$ cat config.mk
export PLATFORM = sky130hd
export DESIGN_NAME = fetch_stage
export DESIGN_NICKNAME = d
export VERILOG_FILES = /design/src/rtl/fetch_stage.sv
export SDC_FILE = /design/constraint.sdc
export NUM_CORES = 1
export LEC_CHECK = 0
export ABC_AREA = 0
export CAP_MARGIN = 30
export CORE_UTILIZATION = 49
export CTS_CLUSTER_SIZE = 25
export DETAILED_ROUTE_END_ITERATION = 6
export DONT_BUFFER_PORTS = 1
export GPL_TIMING_DRIVEN = 0
export HOLD_SLACK_MARGIN = 0.08
export PLACE_DENSITY = 0.64
export RECOVER_POWER = 50
export REMOVE_ABC_BUFFERS = 1
export SLEW_MARGIN = 5
export SYNTH_ARGS = -nofsm -noshare
export SYNTH_HDL_FRONTEND = slang
export SYNTH_SLANG_ARGS = --single-unit
$ cat constraint.sdc
create_clock -name clk -period 2.07 [get_ports clk]
set_input_delay 0.414 -clock clk [delete_from_list [all_inputs] [get_ports clk]]
set_output_delay 0.414 -clock clk [all_outputs]
set_load 0.02 [all_outputs]
$ cat src/rtl/fetch_stage.sv
// Instruction fetch stage: issues one word fetch at a time, hands the returned
// word to decode with its PC, and squashes in-flight fetches on redirect.
module fetch_stage #(
    parameter logic [31:0] RESET_PC = 32'h0000_0000
) (
    input  logic        clk,
    input  logic        rst_n,

    output logic        imem_req_valid_o,
    input  logic        imem_req_ready_i,
    output logic [31:0] imem_req_addr_o,
    input  logic        imem_rsp_valid_i,
    input  logic [31:0] imem_rsp_data_i,

    input  logic        redirect_i,
    input  logic [31:0] redirect_pc_i,

    output logic        dec_valid_o,
    input  logic        dec_ready_i,
    output logic [31:0] dec_instr_o,
    output logic [31:0] dec_pc_o,
    output logic        dec_illegal_o
);

    localparam logic [1:0] ST_REQ  = 2'd0;
    localparam logic [1:0] ST_WAIT = 2'd1;
    localparam logic [1:0] ST_DROP = 2'd2;

    localparam logic [31:0] RESET_PC_ALIGNED = {RESET_PC[31:2], 2'b00};

    logic [1:0]  state;
    logic [1:0]  state_next;
    logic [31:0] pc;
    logic [31:0] pc_next;
    logic [31:0] redirect_target;
    logic        req_fire;
    logic        rsp_take;
    logic        dec_fire;
    logic        unused_redirect_low;

    // Opcodes outside this set are flagged so decode can raise an exception.
    function automatic logic opcode_illegal(input logic [6:0] opcode);
        logic illegal;
        illegal = 1'b1;
        case (opcode)
            7'b0000011,
            7'b0010011,
            7'b0010111,
            7'b0100011,
            7'b0110011,
            7'b0110111,
            7'b1100011,
            7'b1101111: illegal = 1'b0;
            default:    illegal = 1'b1;
        endcase
        return illegal;
    endfunction

    assign redirect_target     = {redirect_pc_i[31:2], 2'b00};
    assign unused_redirect_low = ^redirect_pc_i[1:0];

    // A new fetch may only start once the decode slot is free or being freed.
    assign imem_req_valid_o = (state == ST_REQ) && (!dec_valid_o || dec_ready_i) && !redirect_i;
    assign imem_req_addr_o  = pc;

    assign req_fire = imem_req_valid_o && imem_req_ready_i;
    assign rsp_take = (state == ST_WAIT) && imem_rsp_valid_i && !redirect_i;
    assign dec_fire = dec_valid_o && dec_ready_i;

    always_comb begin
        state_next = state;
        case (state)
            ST_REQ: begin
                if (req_fire) begin
                    state_next = ST_WAIT;
                end
            end
            ST_WAIT: begin
                if (imem_rsp_valid_i) begin
                    state_next = ST_REQ;
                end else if (redirect_i) begin
                    state_next = ST_DROP;
                end
            end
            ST_DROP: begin
                if (imem_rsp_valid_i) begin
                    state_next = ST_REQ;
                end
            end
            default: state_next = ST_REQ;
        endcase
    end

    always_comb begin
        pc_next = pc;
        if (redirect_i) begin
            pc_next = redirect_target;
        end else if (rsp_take) begin
            pc_next = pc + 32'd4;
        end
    end

    always_ff @(posedge clk or negedge rst_n) begin
        if (!rst_n) begin
            state <= ST_REQ;
            pc    <= RESET_PC_ALIGNED;
        end else begin
            state <= state_next;
            pc    <= pc_next;
        end
    end

    // Redirect kills whatever sits in the decode slot, even a stalled word.
    always_ff @(posedge clk or negedge rst_n) begin
        if (!rst_n) begin
            dec_valid_o   <= 1'b0;
            dec_instr_o   <= 32'd0;
            dec_pc_o      <= 32'd0;
            dec_illegal_o <= 1'b0;
        end else if (redirect_i) begin
            dec_valid_o <= 1'b0;
        end else if (rsp_take) begin
            dec_valid_o   <= 1'b1;
            dec_instr_o   <= imem_rsp_data_i;
            dec_pc_o      <= pc;
            dec_illegal_o <= opcode_illegal(imem_rsp_data_i[6:0]);
        end else if (dec_fire) begin
            dec_valid_o <= 1'b0;
        end
    end

endmodule

==> flow_summary.yaml <==
pwr:
  comb_power_share: 0.113
  netSwitchingFraction: 0.360
  clockPowerShare: 0.225
  ir_drop_mv: 0.512
  powerDensity_mw_per_mm2: 1050
  total_leakage_power_nw: 1.90
  netSwitchingPower_mw: 1.76
  seq_power_share: 0.662
  power.internal_mw: 3.13
detailed_routing:
  via_per_inst: 5.71
  route.detailed.drc: 0
  detailroute.via_count: 2677
  drtPass1Iterations: 4
  drt_wl_total_um: 8870
  detail_route_antenna_nets: 0
  routed_wire_length_per_instance_um: 18.9
  dr.first_iter.drc_count: 103
global_route:
  grt_use_total: 0.192
  grt_start_max_net_pins: 97
  grt_antenna_before_repair: 0
  global_route.usage.met2: 0.288
  groute.layer.met3.usage: 0.0491
  wire_length_of_the_first_global_routing_pass_um: 13000
  busiest_layer: "met2"
  number_of_global_route_vias_before_repair: 2572
  grt_util_met1: 0.260
  global_route_congestion_overflow_total: 0
setup_path:
  cp-endpoint: "imem_req_addr_o[27]"
  reg2reg_to: "imem_req_addr_o[27]"
  timing.critical_path.from_type: "flop"
  critical_path_required_ns: 2.31
  reg2reg_setup_slack_ns: 0.09
  cell_by_cell_trace_of_the_critical_path: "nand3_4 -> or4_4 -> nor4_4 -> xor2_1 -> mux2_2"
  critPathSlowestCell: "or4_4"
  worst_ep_arrival_time_ns: 2.21
  count_of_cells_along_the_worst_register_to_register_path: 5
  worst_path_maximum_fanout: 7
  criticalPathCategory: "reg2reg"
  setup.worst_path.start: "imem_req_addr_o[8]"
  timing.rr.start: "imem_req_addr_o[8]"
  critical_path.max_stage_delay_ns: 0.57
  element_type_at_the_critical_path_end: "flop"
min_path:
  min-delay-path-class: "in2async"
timing:
  hold-worst-slack_ns: -0.249
  max-slew-margin-rel: 0.626
  final_hold_viol_count: 96
  unrepaired_setup_endpoints_after_global_routing: "no"
  min_period_over_period: 0.954
  worst_slew_pin_slew_ns: 0.559
  post-route-min-period_ns: 1.98
  clock.fmax_mhz: 506
  setup_violators_final: 0
  timing.clock.skew_ns: 0.0116
  final_max_slew_viol_count: 0
floorplanning:
  boundaryPins: 169
  standard_cell_row_count: 33
  die_area_mm2: 0.00900
  effective_utilization_at_floorplan: 0.509
  design.core.area_mm2: 0.00830
  die_width_um: 94.9
  chipHeight_um: 94.9
placement:
  port_buffers: 0
  gp_congestion: 0.757
  dp_cells: 440
  place_hpwl_um: 5850
cells_and_area:
  finalNonFillerCells: 469
  diodes: 0
  final.fill_count: 711
  regArea_mm2: 0.00242
  layout.nets: 430
  flow.area_growth_from_synthesis_pct: 10.5
  share_of_cells_above_drive_strength_1: 0.343
  multi_input_area_mm2: 0.00183
synth:
  ys_ff_latch: 96
  synthDominantCellAreaShare: 0.568
  synthFlopType: "dfrtp_1"
  synth.top_cells.by_area: "dfrtp_1 (57%), mux2_2 (18%), xor2_1 (4.1%)"
  synth_area_per_cell_um2: 12.1
  netlist_instances: 350
  edff_count_synth: 0
  yosys_warnings: 0
  synth.cell_area_mm2: 0.00423
  synthDominantAreaCellType: "dfrtp_1"
  post_synthesis_async_set_or_reset_flop_share: 1.00
  yosys.cell_types.count: 34
  synth_sequential_area_ratio: 0.568
clock_network:
  ctsHtreeMaxLevel: 3
  num_cts_buffers: 9
  cts_buffer_depth: 2
  clock_sinks: 96
  insertion_delay_ns: 0.35
  clock_tree_from_tritoncts: "built"
  clk_transition_reported_paths_ns: 0.10
  clock_tree.root_cell: "clkbuf_8"
status:
  failing_checks: "negative hold slack"
  status: "finished, violations left"
job:
  drv_cap: 0
-- power groups by stage --
stage	logic, mW	registers, mW	clock network (mW)
finish	0.555	3.24	1.10
floorplan	0.474	3.16	0
detailed placement	0.539	3.28	0
CTS	0.555	3.25	1.13
global placement	0.510	3.26	0
global route	0.608	3.32	1.21
-- cell type report --
type | count | area share
clock inverters | 6 | 0.00910
multi-input cells | 236 | 0.391
clock buffers | 10 | 0.0273
inverters | 3 | 0.00241
flip-flops and latches | 96 | 0.519
well taps | 105 | 0.0281
repair buffers | 13 | 0.0236
-- state kept, by name, indices dropped and copies added (netlist names) --
signal,cells
dec_instr_o,32
dec_pc_o,30
imem_req_addr_o,30
state,2
dec_illegal_o,1
dec_valid_o,1
-- repair_timing --
item	in CTS	in global routing
gates resized for setup	21	10
gates cloned	1	0
endpoints found under the hold margin	96	96
setup endpoints to repair	83	31
pin swaps	4	3
buffers inserted	7	5
-- worst min path at each step --
stage	from	endpoint	slack [ns]	cells past startpoint
finish	rst_n	imem_req_addr_o[29]	-0.25	0
detailed placement	rst_n	dec_instr_o[4]	0.12	0
floorplan	rst_n	dec_illegal_o	0.12	0
global placement	rst_n	dec_instr_o[4]	0.12	0
CTS	rst_n	dec_instr_o[23]	-0.27	0
global route	rst_n	imem_req_addr_o[29]	-0.28	0
-- routing by layer --
layer / wire (µm) / part of all wire
met1: 4000 / 0.45
met3: 591 / 0.067
met4: 202 / 0.023
met2: 4080 / 0.46
met5: 0 / 0
-- cell usage in the layout (no fill, tap or decap), types with 4 or more instances in the layout --
cell type and instances:
a21oi_1 4, and3_1 4, buf_4 11, clkbuf_8 9, conb_1 4, dfrtp_1 79
dfrtp_2 17, mux2_2 67, nand2_1 43, nand3_1 10, nand4_1 9, nor2_1 5
nor3_1 4, o21ai_0 25, xnor2_1 9, xor2_1 20
-- worst max-delay path: cells and delay by family (launching register included) --
family                    cells  cell delay [ns]
and+or+nand+nor               3             0.99
xor gates and xnor gates      1             0.09
muxes                         1             0.26
DFF                           1             0.52
-- synthesized netlist by cell type (all sizes together), types with 7 or more instances --
| master | n |
|---|---|
| nand3 | 11 |
| mux2 | 67 |
| o21ai | 26 |
| buf | 10 |
| nand2 | 44 |
| dfrtp | 96 |
| clkbuf | 9 |
| xnor2 | 9 |
| xor2 | 20 |
| nor2 | 7 |
| nand4 | 9 |
-- through the flow --
stage          area [µm²]  TNS [ns]  power (mW)   util  setup slack [ns]
6_report             4670         0        4.89  0.563            0.0949
2_1_floorplan        4150    -52.35        3.64      -            -0.833
3_5_place_dp         4300    -20.40        3.82  0.518            -0.412
4_1_cts              4600         0        4.94  0.554            0.0109
3_3_place_gp         4280   -109.97        3.77  0.515             -1.70
5_1_grt              4670         0        5.13  0.563            0.0211
-- logic make-up (layout without fill, tap and decap cells) --
group,after synthesis,after routing,share of synthesized area
AO/OA/AOI/OAI,32,32,0.0391
XOR/XNOR,29,29,0.0601
adder cells (fa/ha/maj),1,1,0.00296
buffers and inverters,22,32,0.0249
flip-flops,96,96,0.568
multiplexers,68,68,0.181
other,1,4,0.000887
AND/OR/NAND/NOR,101,102,0.123
(Power assumes the default switching activity.)
